==> src/rtl/audio_tone_gen.sv <==
// Test-tone source: phase accumulator -> waveform shaper -> volume scaler -> L/R output stage.
// Latency: ack sampled at edge T, new audio_l/audio_r visible after edge T+3, held until next update.
// Backpressure: none; every ack produces exactly one in-order update, back-to-back acks included.
module audio_tone_gen #(
    parameter int PHASE_W = 16
) (
    input  logic               clk,
    input  logic               rst_n,
    input  logic               ack,
    input  logic               sync,
    input  logic [PHASE_W-1:0] cfg_inc,
    input  logic [1:0]         cfg_wave,
    input  logic [7:0]         cfg_vol,
    input  logic               cfg_inv_r,
    output logic [23:0]        audio_l,
    output logic [23:0]        audio_r
);

    localparam logic [1:0] WAVE_OFF    = 2'd0;
    localparam logic [1:0] WAVE_SQUARE = 2'd1;
    localparam logic [1:0] WAVE_SAW    = 2'd2;
    localparam logic [1:0] WAVE_TRI    = 2'd3;

    // Stage 0: phase and config snapshot taken on ack
    logic [PHASE_W-1:0] phase_q, phase_d;
    logic [1:0]         wave0_q, wave0_d;
    logic [7:0]         vol0_q, vol0_d;
    logic               inv0_q, inv0_d;

    // Stage 1: shaped sample plus the config still needed downstream
    logic [15:0]        s_q, s_d;
    logic [7:0]         vol1_q, vol1_d;
    logic               inv1_q, inv1_d;

    // Stage 2: scaled sample
    logic [15:0]        y_q, y_d;
    logic               inv2_q, inv2_d;

    // Stage 3: output registers
    logic [23:0]        audio_l_q, audio_l_d;
    logic [23:0]        audio_r_q, audio_r_d;

    // Pipeline valid bits: shift of ack
    logic [2:0]         vld_q, vld_d;

    // Combinational helpers
    logic [15:0]        p;
    logic [14:0]        tri_u;
    logic [15:0]        shp;
    logic signed [23:0] prod;
    logic [15:0]        y_neg;

    // Shaper, scaler and output formatting; config travels alongside its sample
    always_comb begin
        phase_d   = phase_q;
        wave0_d   = wave0_q;
        vol0_d    = vol0_q;
        inv0_d    = inv0_q;
        s_d       = s_q;
        vol1_d    = vol1_q;
        inv1_d    = inv1_q;
        y_d       = y_q;
        inv2_d    = inv2_q;
        audio_l_d = audio_l_q;
        audio_r_d = audio_r_q;
        vld_d     = {vld_q[1:0], ack};

        // Stage 0: sync wins over the increment; sync alone only clears phase
        if (ack) begin
            phase_d = sync ? '0 : phase_q + cfg_inc;
            wave0_d = cfg_wave;
            vol0_d  = cfg_vol;
            inv0_d  = cfg_inv_r;
        end else if (sync) begin
            phase_d = '0;
        end

        // Stage 1: waveform from the top 16 phase bits
        p     = 16'(phase_q >> (PHASE_W - 16));
        tri_u = p[15] ? ~p[14:0] : p[14:0];
        unique case (wave0_q)
            WAVE_OFF:    shp = 16'h0000;
            WAVE_SQUARE: shp = p[15] ? 16'h8000 : 16'h7FFF;
            WAVE_SAW:    shp = p ^ 16'h8000;
            WAVE_TRI:    shp = {tri_u, 1'b0} ^ 16'h8000;
            default:     shp = 16'h0000;
        endcase
        if (vld_q[0]) begin
            s_d    = shp;
            vol1_d = vol0_q;
            inv1_d = inv0_q;
        end

        // Stage 2: signed sample times unsigned gain, floor divide by 256.
        // |product| <= 32768*255 so 24 signed bits hold it exactly.
        prod = $signed(s_q) * $signed({1'b0, vol1_q});
        if (vld_q[1]) begin
            y_d    = 16'(prod >>> 8);
            inv2_d = inv1_q;
        end

        // Stage 3: right channel optionally negated, -32768 saturates to +32767
        y_neg = (y_q == 16'h8000) ? 16'h7FFF : 16'(-y_q);
        if (vld_q[2]) begin
            audio_l_d = {y_q, 8'h00};
            audio_r_d = inv2_q ? {y_neg, 8'h00} : {y_q, 8'h00};
        end
    end

    // State registers; async reset also flushes any sample mid-pipeline
    always_ff @(posedge clk or negedge rst_n) begin
        if (!rst_n) begin
            phase_q   <= '0;
            wave0_q   <= WAVE_OFF;
            vol0_q    <= '0;
            inv0_q    <= 1'b0;
            s_q       <= '0;
            vol1_q    <= '0;
            inv1_q    <= 1'b0;
            y_q       <= '0;
            inv2_q    <= 1'b0;
            audio_l_q <= '0;
            audio_r_q <= '0;
            vld_q     <= '0;
        end else begin
            phase_q   <= phase_d;
            wave0_q   <= wave0_d;
            vol0_q    <= vol0_d;
            inv0_q    <= inv0_d;
            s_q       <= s_d;
            vol1_q    <= vol1_d;
            inv1_q    <= inv1_d;
            y_q       <= y_d;
            inv2_q    <= inv2_d;
            audio_l_q <= audio_l_d;
            audio_r_q <= audio_r_d;
            vld_q     <= vld_d;
        end
    end

    assign audio_l = audio_l_q;
    assign audio_r = audio_r_q;

    // With an 8-bit gain the scaler can never produce -32768; the saturating
    // negate above only guards against a future wider gain.
    always @(posedge clk) begin
        if (rst_n && vld_q[1]) begin
            assert (y_d != 16'h8000);
        end
    end

endmodule

==> config.mk <==
export PLATFORM = sky130hd
export DESIGN_NAME = audio_tone_gen
export DESIGN_NICKNAME = d
export VERILOG_FILES = /design/src/rtl/audio_tone_gen.sv
export SDC_FILE = /design/constraint.sdc
export NUM_CORES = 1
export LEC_CHECK = 0
export CAP_MARGIN = 20
export CORE_ASPECT_RATIO = 0.75
export CORE_UTILIZATION = 40
export CTS_BUF_LIST = sky130_fd_sc_hd__clkbuf_16
export DETAILED_ROUTE_END_ITERATION = 6
export DONT_BUFFER_PORTS = 1
export HOLD_SLACK_MARGIN = 0.03
export PLACE_DENSITY = 0.63
export SKIP_CTS_REPAIR_TIMING = 1
export SYNTH_ARGS = -nofsm -noshare
export SYNTH_HDL_FRONTEND = slang
export SYNTH_SLANG_ARGS = --single-unit
==> constraint.sdc <==
create_clock -name clk -period 5.2 [get_ports clk]
set_input_delay 1.04 -clock clk [delete_from_list [all_inputs] [get_ports clk]]
set_output_delay 1.04 -clock clk [all_outputs]
set_load 0.1 [all_outputs]
==> results.json, run 1 <==
{
  "crit_type": "flip-flop to flip-flop",
  "worstPathArrival_ns": 5.11,
  "critPathMaxFanout": 9,
  "stdcell_area_mm2": 0.01009,
  "max_slew.worst_pin.slew_ns": 0.9471,
  "gp_congestion": 0.8529,
  "antenna_left": 0,
  "wl_per_cell_um": 14.39,
  "wl_um": 18720,
  "min_path_type": "input pin to asynchronous set/reset pin",
  "clock_skew_ns": 0.01137,
  "die_height_um": 136.4,
  "grt_pass1_vias": 6540,
  "final-setup-viol-count": 0,
  "grt_pass1_wl_um": 32480,
  "syn_area_per_cell_um2": 9.366,
  "ioPinCount": 79,
  "antenna_found_initial": 0,
  "maxCapViolations": 0,
  "rsz0062_at_grt": "false",
  "synth_edf_count": 0,
  "clk_path_buf_depth": 2,
  "seqCellArea_mm2": 0.002610,
  "hold_viol": 0,
  "vias": 6605,
  "fp.dieW_um": 181.1,
  "fin_cells": 1301,
  "num_antenna_cells": 0,
  "nNetsFinal": 1187,
  "viasPerCell": 5.077,
  "start_util": 0.4132,
  "cts_tree": "yes",
  "fin_crit_ns": 4.869,
  "synthFlopType": "dfrtp_1",
  "setup_tns_ns": 0,
  "dp_cells": 1285,
  "drc": 0,
  "die_area_mm2": 0.02470,
  "syn_inst": 1028,
  "path_cells": "nand2_1 -> fa_1 -> inv_1 -> fa_1 -> fa_1 -> inv_1 -> fa_1 -> inv_1 -> ha_1 -> nand4_1 -> nor2_1 -> o21bai_2 -> o31ai_4 -> a211oi_1 -> xnor2_1 -> mux2_2",
  "worstSetupStartpointType": "flip-flop",
  "status": "finished, final reports clean",
  "grt_max_degree": 105,
  "drt_pass1_iterations": 4,
  "clkLatencyLatePin_ns": 0.36,
  "ys_seq_area_frac": 0.2703,
  "grt_usage": 0.1631,
  "clk_pin_slew_ns": 0.08,
  "mostFrequentLayoutCells": "152 x inv_1, 102 x nand2_1, 100 x fa_1",
  "reg2reg_depth": 16,
  "min_period_over_period": 0.9364,
  "crit_slowest_cell": "dfrtp_1",
  "cts.sinks": 104,
  "h-tree-depth": 3,
  "coreArea_mm2": 0.02330,
  "relSlewSlack": 0.3652,
  "ys_warn_count": 0,
  "utilization": 0.4331,
  "dp_hpwl_um": 14280,
  "drive_above_1_share": 0.07692,
  "place_area_mm2": 0.009801,
  "cts_made_buffers": 9,
  "cpPeakStageDelay_ns": 0.55,
  "mostFrequentLayoutCell": "inv_1",
  "cpMostUsedCell": "fa_1",
  "gr-total-overflow": 0,
  "clock.fmax_mhz": 205.4,
  "drv_slew": 0,
  "synthToLayoutAreaGrowth_pct": 4.822,
  "async_flop_share": 1.000,
  "dr.first_iter.drc_count": 351,
  "syn_area_mm2": 0.009628,
  "num_rows": 48,
  "multi_input_area_mm2": 0.006207,
  "crit_path_end_kind": "flip-flop",
  "post_synth_num_cell_types": 57,
  "cp.required_ns": 5.44,
  "port_buffers": 0,
  "ys_seq_elements": 104,
  "root_buffer": "clkbuf_16",
  "fill_cells": 2203
}
==> per-layer routing <==
layer / vias up / GRT usage / wire [um]
met5: - / 0 / 0
met4: 0 / 0.03107 / 142
met3: 13 / 0.03215 / 637
met2: 84 / 0.2579 / 8534
met1: 3287 / 0.2327 / 9404
li1: 3221 / - / -
==> layout make-up <==
| class | instances | area share |
|---|---|---|
| Clock buffer | 9 | 0.02232 |
| Clock inverter | 6 | 0.005083 |
| Inverter | 152 | 0.05653 |
| Multi-Input combinational cell | 723 | 0.6150 |
| Sequential cell | 104 | 0.2586 |
| Tap cell | 300 | 0.03719 |
| Timing Repair Buffer | 7 | 0.005207 |
==> state kept, by name, indices dropped and copies added (netlist names) <==
register and cells:
s_q 16, y_q 16, inv0_q 1, inv2_q 1
wave0_q 2, audio_l 16, vol1_q 8, inv1_q 1
p 16, vol0_q 8, vld_q 3, audio_r 16
==> path summary, 6_finish.rpt <==
check | startpoint | endpoint | slack, ns
setup / recovery | s_q[7] | y_q[13] | 0.33
hold / removal | rst_n | audio_l[8] | 0.37
setup reg to reg | s_q[7] | y_q[13] | 0.33
hold reg to reg | vol0_q[0] | vol0_q[0] | 0.52
max in group asynchronous | rst_n | vol1_q[2] | 4.62
min in group clk | vol0_q[0] | vol0_q[0] | 0.52
==> Yosys cell counts (7+ instances only) <==
cell | instances | share of area
and2_1 | 54 | 0.035
or3_1 | 8 | 0.0052
nand3_1 | 7 | 0.0036
nor2b_1 | 16 | 0.010
nor3_1 | 7 | 0.0036
a21o_1 | 8 | 0.0062
a22oi_1 | 14 | 0.011
nor2_1 | 73 | 0.028
a21oi_1 | 58 | 0.030
o21ai_0 | 17 | 0.0088
ha_1 | 59 | 0.077
clkbuf_1 | 43 | 0.017
mux2_2 | 43 | 0.050
o31ai_1 | 10 | 0.0078
xor2_1 | 9 | 0.0082
dfrtp_1 | 104 | 0.27
mux2i_1 | 9 | 0.0094
xnor2_1 | 40 | 0.036
buf_4 | 17 | 0.013
fa_1 | 100 | 0.21
nand2_1 | 102 | 0.040
inv_1 | 152 | 0.059
==> critical path: cells and delay by family (launching register included) <==
| family | cells | cell delay [ns] |
|---|---|---|
| xor+xnor | 1 | 0.10 |
| mux | 1 | 0.27 |
| flops | 1 | 0.55 |
| buf+inv | 3 | 0.15 |
| fa+ha+maj | 5 | 2.48 |
| simple gates | 3 | 0.46 |
| compound gates | 3 | 0.73 |
==> kinds of logic after synthesis <==
logic type / count (synthesis) / share of synthesized area
flops: 104 / 0.2703
mux: 52 / 0.05965
buf+inv: 216 / 0.09084
fa+ha+maj: 159 / 0.2846
simple gates: 291 / 0.1435
compound gates: 156 / 0.1062
other cells: 1 / 0.0003895
xor+xnor: 49 / 0.04458
==> metrics by stage <==
| step | worst slack [ns] | hold slack [ns] |
|---|---|---|
| after floorplan | 0.4322 | 0.3519 |
| after global placement | 0.2826 | 0.4952 |
| after detailed placement | 0.1989 | 0.5025 |
| after CTS | 0.1646 | 0.3522 |
| after global routing | 0.004469 | 0.3500 |
| final | 0.3308 | 0.3660 |
Power of run 1 is left out: the tool's default activity adds up to more than one toggle a clock period on the data nets, which glitch-free logic cannot reach.
==> run 2: changes to the inputs <==
clock period = 5.3 ns   (was 5.2 ns; I/O delays follow)
==> results.json, run 2 (same netlist as run 1, synthesis figures left out) <==
{
  "status": "finished, final reports clean",
  "ioPinCount": 79,
  "gr-total-overflow": 0,
  "cts_tree": "yes",
  "worstSetupEndpoint": "y_q[13]",
  "critPathMaxFanout": 10,
  "antenna_left": 0,
  "crit_start": "vol1_q[5]",
  "use_met1": 0.2370,
  "wl_per_cell_um": 14.34,
  "drt_pass1_iterations": 5,
  "setup_tns_ns": 0,
  "grt.busiest_layer": "met2",
  "drc": 0,
  "fill_cells": 2238,
  "start_util": 0.4132,
  "path_cells": "nand2_1 -> fa_1 -> inv_1 -> fa_1 -> fa_1 -> inv_1 -> fa_1 -> inv_1 -> ha_1 -> a21oi_1 -> nor2_1 -> o21bai_2 -> o31ai_4 -> a211oi_1 -> xnor2_1 -> mux2_2",
  "fin_crit_ns": 4.908,
  "reg2reg_depth": 16,
  "die_area_mm2": 0.02470,
  "mostFrequentLayoutCells": "152 x inv_1, 102 x nand2_1, 100 x fa_1",
  "reg2reg_from": "vol1_q[5]",
  "wl_um": 18640,
  "crit_path_end_kind": "flip-flop",
  "cpMostUsedCell": "fa_1",
  "hold_viol": 0,
  "num_rows": 48,
  "cts.sinks": 104,
  "max_slew.worst_pin.slew_ns": 0.9257,
  "seqCellArea_mm2": 0.002609,
  "coreArea_mm2": 0.02330,
  "synthToLayoutAreaGrowth_pct": 4.796,
  "rr_endpoint": "y_q[13]",
  "clock.fmax_mhz": 203.7,
  "clkLatencyLatePin_ns": 0.37,
  "crit_slowest_cell": "dfrtp_1",
  "relSlewSlack": 0.3829,
  "num_antenna_cells": 0,
  "drv_slew": 0,
  "grt_util_met2": 0.2549,
  "worstSetupStartpointType": "flip-flop",
  "h-tree-depth": 3,
  "viasPerCell": 5.128,
  "place_area_mm2": 0.009786,
  "grt_use_met3": 0.02384,
  "clock_skew_ns": 0.01398,
  "final-setup-viol-count": 0,
  "cts_made_buffers": 9,
  "root_buffer": "clkbuf_16",
  "port_buffers": 0,
  "gp_congestion": 0.8576,
  "rrSetupSlack_ns": 0.39,
  "antenna_found_initial": 0,
  "mostFrequentLayoutCell": "inv_1",
  "rsz0062_at_grt": "false",
  "stdcell_area_mm2": 0.01009,
  "cpPeakStageDelay_ns": 0.57,
  "cp.required_ns": 5.55,
  "nNetsFinal": 1185,
  "worstPathArrival_ns": 5.15,
  "crit_type": "flip-flop to flip-flop",
  "fp.dieW_um": 181.1,
  "die_height_um": 136.4,
  "multi_input_area_mm2": 0.006207,
  "clk_pin_slew_ns": 0.08,
  "maxCapViolations": 0,
  "dr.first_iter.drc_count": 390,
  "dp_hpwl_um": 14220,
  "grt_usage": 0.1649,
  "grt_pass1_wl_um": 32930,
  "min_path_type": "input pin to asynchronous set/reset pin",
  "grt_pass1_vias": 6633,
  "vias": 6667,
  "grt_max_degree": 105,
  "drive_above_1_share": 0.07500,
  "clk_path_buf_depth": 2,
  "min_period_over_period": 0.9261
}
run 2: cell types whose count changed in the layout (fill, tap and decap cells not counted):
cell and delta:
clkinv_4 +1, inv_6 -1, dfrtp_2 -1, clkinv_8 +1, dfrtp_1 +1, clkinv_2 +1, clkinvlp_4 -1, buf_4 -2
run 2: how the worst min path moves through the flow:
stage,startpoint,end,slack (ns),cells after the start
floorplan,vld_q[0],vld_q[1],0.35,0
global placement,inv0_q,inv0_q,0.49,1
detailed placement,vol0_q[0],vol0_q[0],0.49,1
CTS,rst_n,audio_l[8],0.37,0
global route,rst_n,audio_l[8],0.37,0
finish,rst_n,audio_l[8],0.38,0
run 2: area by class of cell:
cell class	instances	area share
clock buffer	9	0.02232
clock inverter	7	0.006448
inverter	152	0.05655
multi-input combinational	723	0.6152
sequential	104	0.2586
tap	300	0.03720
timing repair buffer	5	0.003720
run 2: stage by stage:
step,std cells,utilization,worst slack (ns),hold slack (ns)
2_1_floorplan,1043,-,0.5322,0.3519
3_3_place_gp,1283,0.4199,0.3716,0.4933
3_5_place_dp,1283,0.4199,0.2800,0.4900
4_1_cts,1299,0.4324,0.2629,0.3692
5_1_grt,1300,0.4330,0.02231,0.3674
6_report,1300,0.4330,0.3919,0.3806
run 2: worst max-delay path, delay by kind of cell (launching register included):
family          cells  cell delay, ns
fa+ha+maj           5            2.41
simple gates        2            0.25
xor+xnor            1            0.10
buf+inv             3            0.14
flops               1            0.57
mux                 1            0.26
compound gates      4            1.07
run 2: per-layer routing:
layer / part of all wire / vias to the layer above
met2: 0.45 / 113
li1: - / 3223
met3: 0.038 / 20
met1: 0.50 / 3311
met4: 0.018 / 0
met5: 0 / -
Power of run 2 is left out for the same reason.
==> run 3: changes to the inputs <==
PLACE_DENSITY = 0.59   (was 0.63)
==> results.json, run 3 (same netlist as run 1, synthesis figures left out) <==
{
  "timing.hold.ws_ns": 0.3849,
  "route.met2.wl_um": 8553,
  "viasPerCell": 5.079,
  "rsz0062_at_grt": "false",
  "nNetsFinal": 1186,
  "place_ws_ns": 0.2428,
  "cts.sinks": 104,
  "min_path_type": "input pin to asynchronous set/reset pin",
  "grt_pass1_wl_um": 33810,
  "crit_slowest_cell": "fa_1",
  "gr-total-overflow": 0,
  "clkLatencyLatePin_ns": 0.36,
  "drc": 0,
  "worstSetupStartpointType": "flip-flop",
  "vias": 6608,
  "cts_made_buffers": 9,
  "num_rows": 48,
  "layout_setup_ws_ns": 0.3845,
  "clk_path_buf_depth": 2,
  "wl_per_cell_um": 14.64,
  "h-tree-depth": 3,
  "gp_congestion": 0.8430,
  "worstPathArrival_ns": 5.16,
  "rrSetupSlack_ns": 0.38,
  "wl_um": 19050,
  "fin_crit_ns": 4.916,
  "critPathTopFamily": "adder cells",
  "clk_pin_slew_ns": 0.08,
  "setup_tns_ns": 0,
  "dp_cells": 1284,
  "mostFrequentLayoutCells": "153 x inv_1, 102 x nand2_1, 100 x fa_1",
  "maxCapViolations": 0,
  "cp_num_cells": 17,
  "crit_path_end_kind": "flip-flop",
  "cpMostUsedCell": "fa_1",
  "dr.first_iter.drc_count": 357,
  "min_period_over_period": 0.9275,
  "die_area_mm2": 0.02470,
  "max_slew.worst_pin.slew_ns": 0.9792,
  "start_util": 0.4132,
  "drive_above_1_share": 0.07592,
  "critPathMaxFanout": 9,
  "ioPinCount": 79,
  "antenna_left": 0,
  "drt-met1-wl_um": 9686,
  "crit_type": "flip-flop to flip-flop",
  "wl_met3_um": 549,
  "highest_layer": "met4",
  "clock.fmax_mhz": 203.4,
  "fin_cells": 1301,
  "relSlewSlack": 0.3437,
  "port_buffers": 0,
  "status": "finished, final reports clean",
  "root_buffer": "clkbuf_16",
  "num_antenna_cells": 0,
  "cts_tree": "yes",
  "cp.required_ns": 5.54,
  "grt_usage": 0.1701,
  "coreArea_mm2": 0.02330,
  "synthToLayoutAreaGrowth_pct": 4.796,
  "dp_hpwl_um": 14690,
  "fp.dieW_um": 181.1,
  "grt_pass1_vias": 6796,
  "hold_viol": 0,
  "drt_pass1_iterations": 4,
  "drv_slew": 0,
  "mostFrequentLayoutCell": "inv_1",
  "cpPeakStageDelay_ns": 0.53,
  "reg2reg_depth": 17,
  "cp.buffers_inverters": 4,
  "grt_max_degree": 105,
  "antenna_found_initial": 0,
  "path_cells": "buf_4 -> nand2_1 -> fa_1 -> inv_1 -> fa_1 -> fa_1 -> inv_1 -> fa_1 -> inv_1 -> ha_1 -> a21oi_1 -> o21ai_0 -> o21bai_2 -> o31ai_4 -> a211oi_1 -> xnor2_1 -> mux2_2",
  "die_height_um": 136.4,
  "clock_skew_ns": 0.009937,
  "final-setup-viol-count": 0
}
[run 3: metal layers]
layer	global-route usage	vias to the layer above
met5	0	-
met4	0.04002	0
met3	0.02840	20
met2	0.2716	95
met1	0.2412	3281
li1	-	3212
[run 3: worst reg2reg max path, stage by stage (launching register included)]
cell and delay [ns]:
dfrtp_2 0.51, buf_4 0.22, nand2_1 0.08, fa_1 0.49
inv_1 0.05, fa_1 0.50, fa_1 0.52, inv_1 0.06
fa_1 0.53, inv_1 0.04, ha_1 0.36, a21oi_1 0.16
o21ai_0 0.16, o21bai_2 0.25, o31ai_4 0.12, a211oi_1 0.38
xnor2_1 0.11, mux2_2 0.26
[run 3: per-stage QoR]
stage | cell area, um2 | util
CTS | 10070 | 0.4323
global route | 10090 | 0.4330
finish | 10090 | 0.4330
floorplan | 9684 | -
global placement | 9793 | 0.4203
detailed placement | 9793 | 0.4203
[run 3: path summary, 6_finish.rpt]
| check | to | startpoint |
|---|---|---|
| max | y_q[13] | vol1_q[5] |
| min | audio_l[8] | rst_n |
| max reg2reg | y_q[13] | vol1_q[5] |
| min reg2reg | vol0_q[6] | vol0_q[6] |
| max in group asynchronous | vol1_q[4] | rst_n |
| min in group clk | vol0_q[6] | vol0_q[6] |
[run 3: cell type report]
class	count	area [um2]
repair buffers	6	45.04
clock inverters	7	56.30
multi-input cells	723	6207
clock buffers	9	225.2
well taps	300	375.4
inverters	152	570.5
fillers	2318	13210
flip-flops and latches	104	2610
Power of run 3 is left out for the same reason.
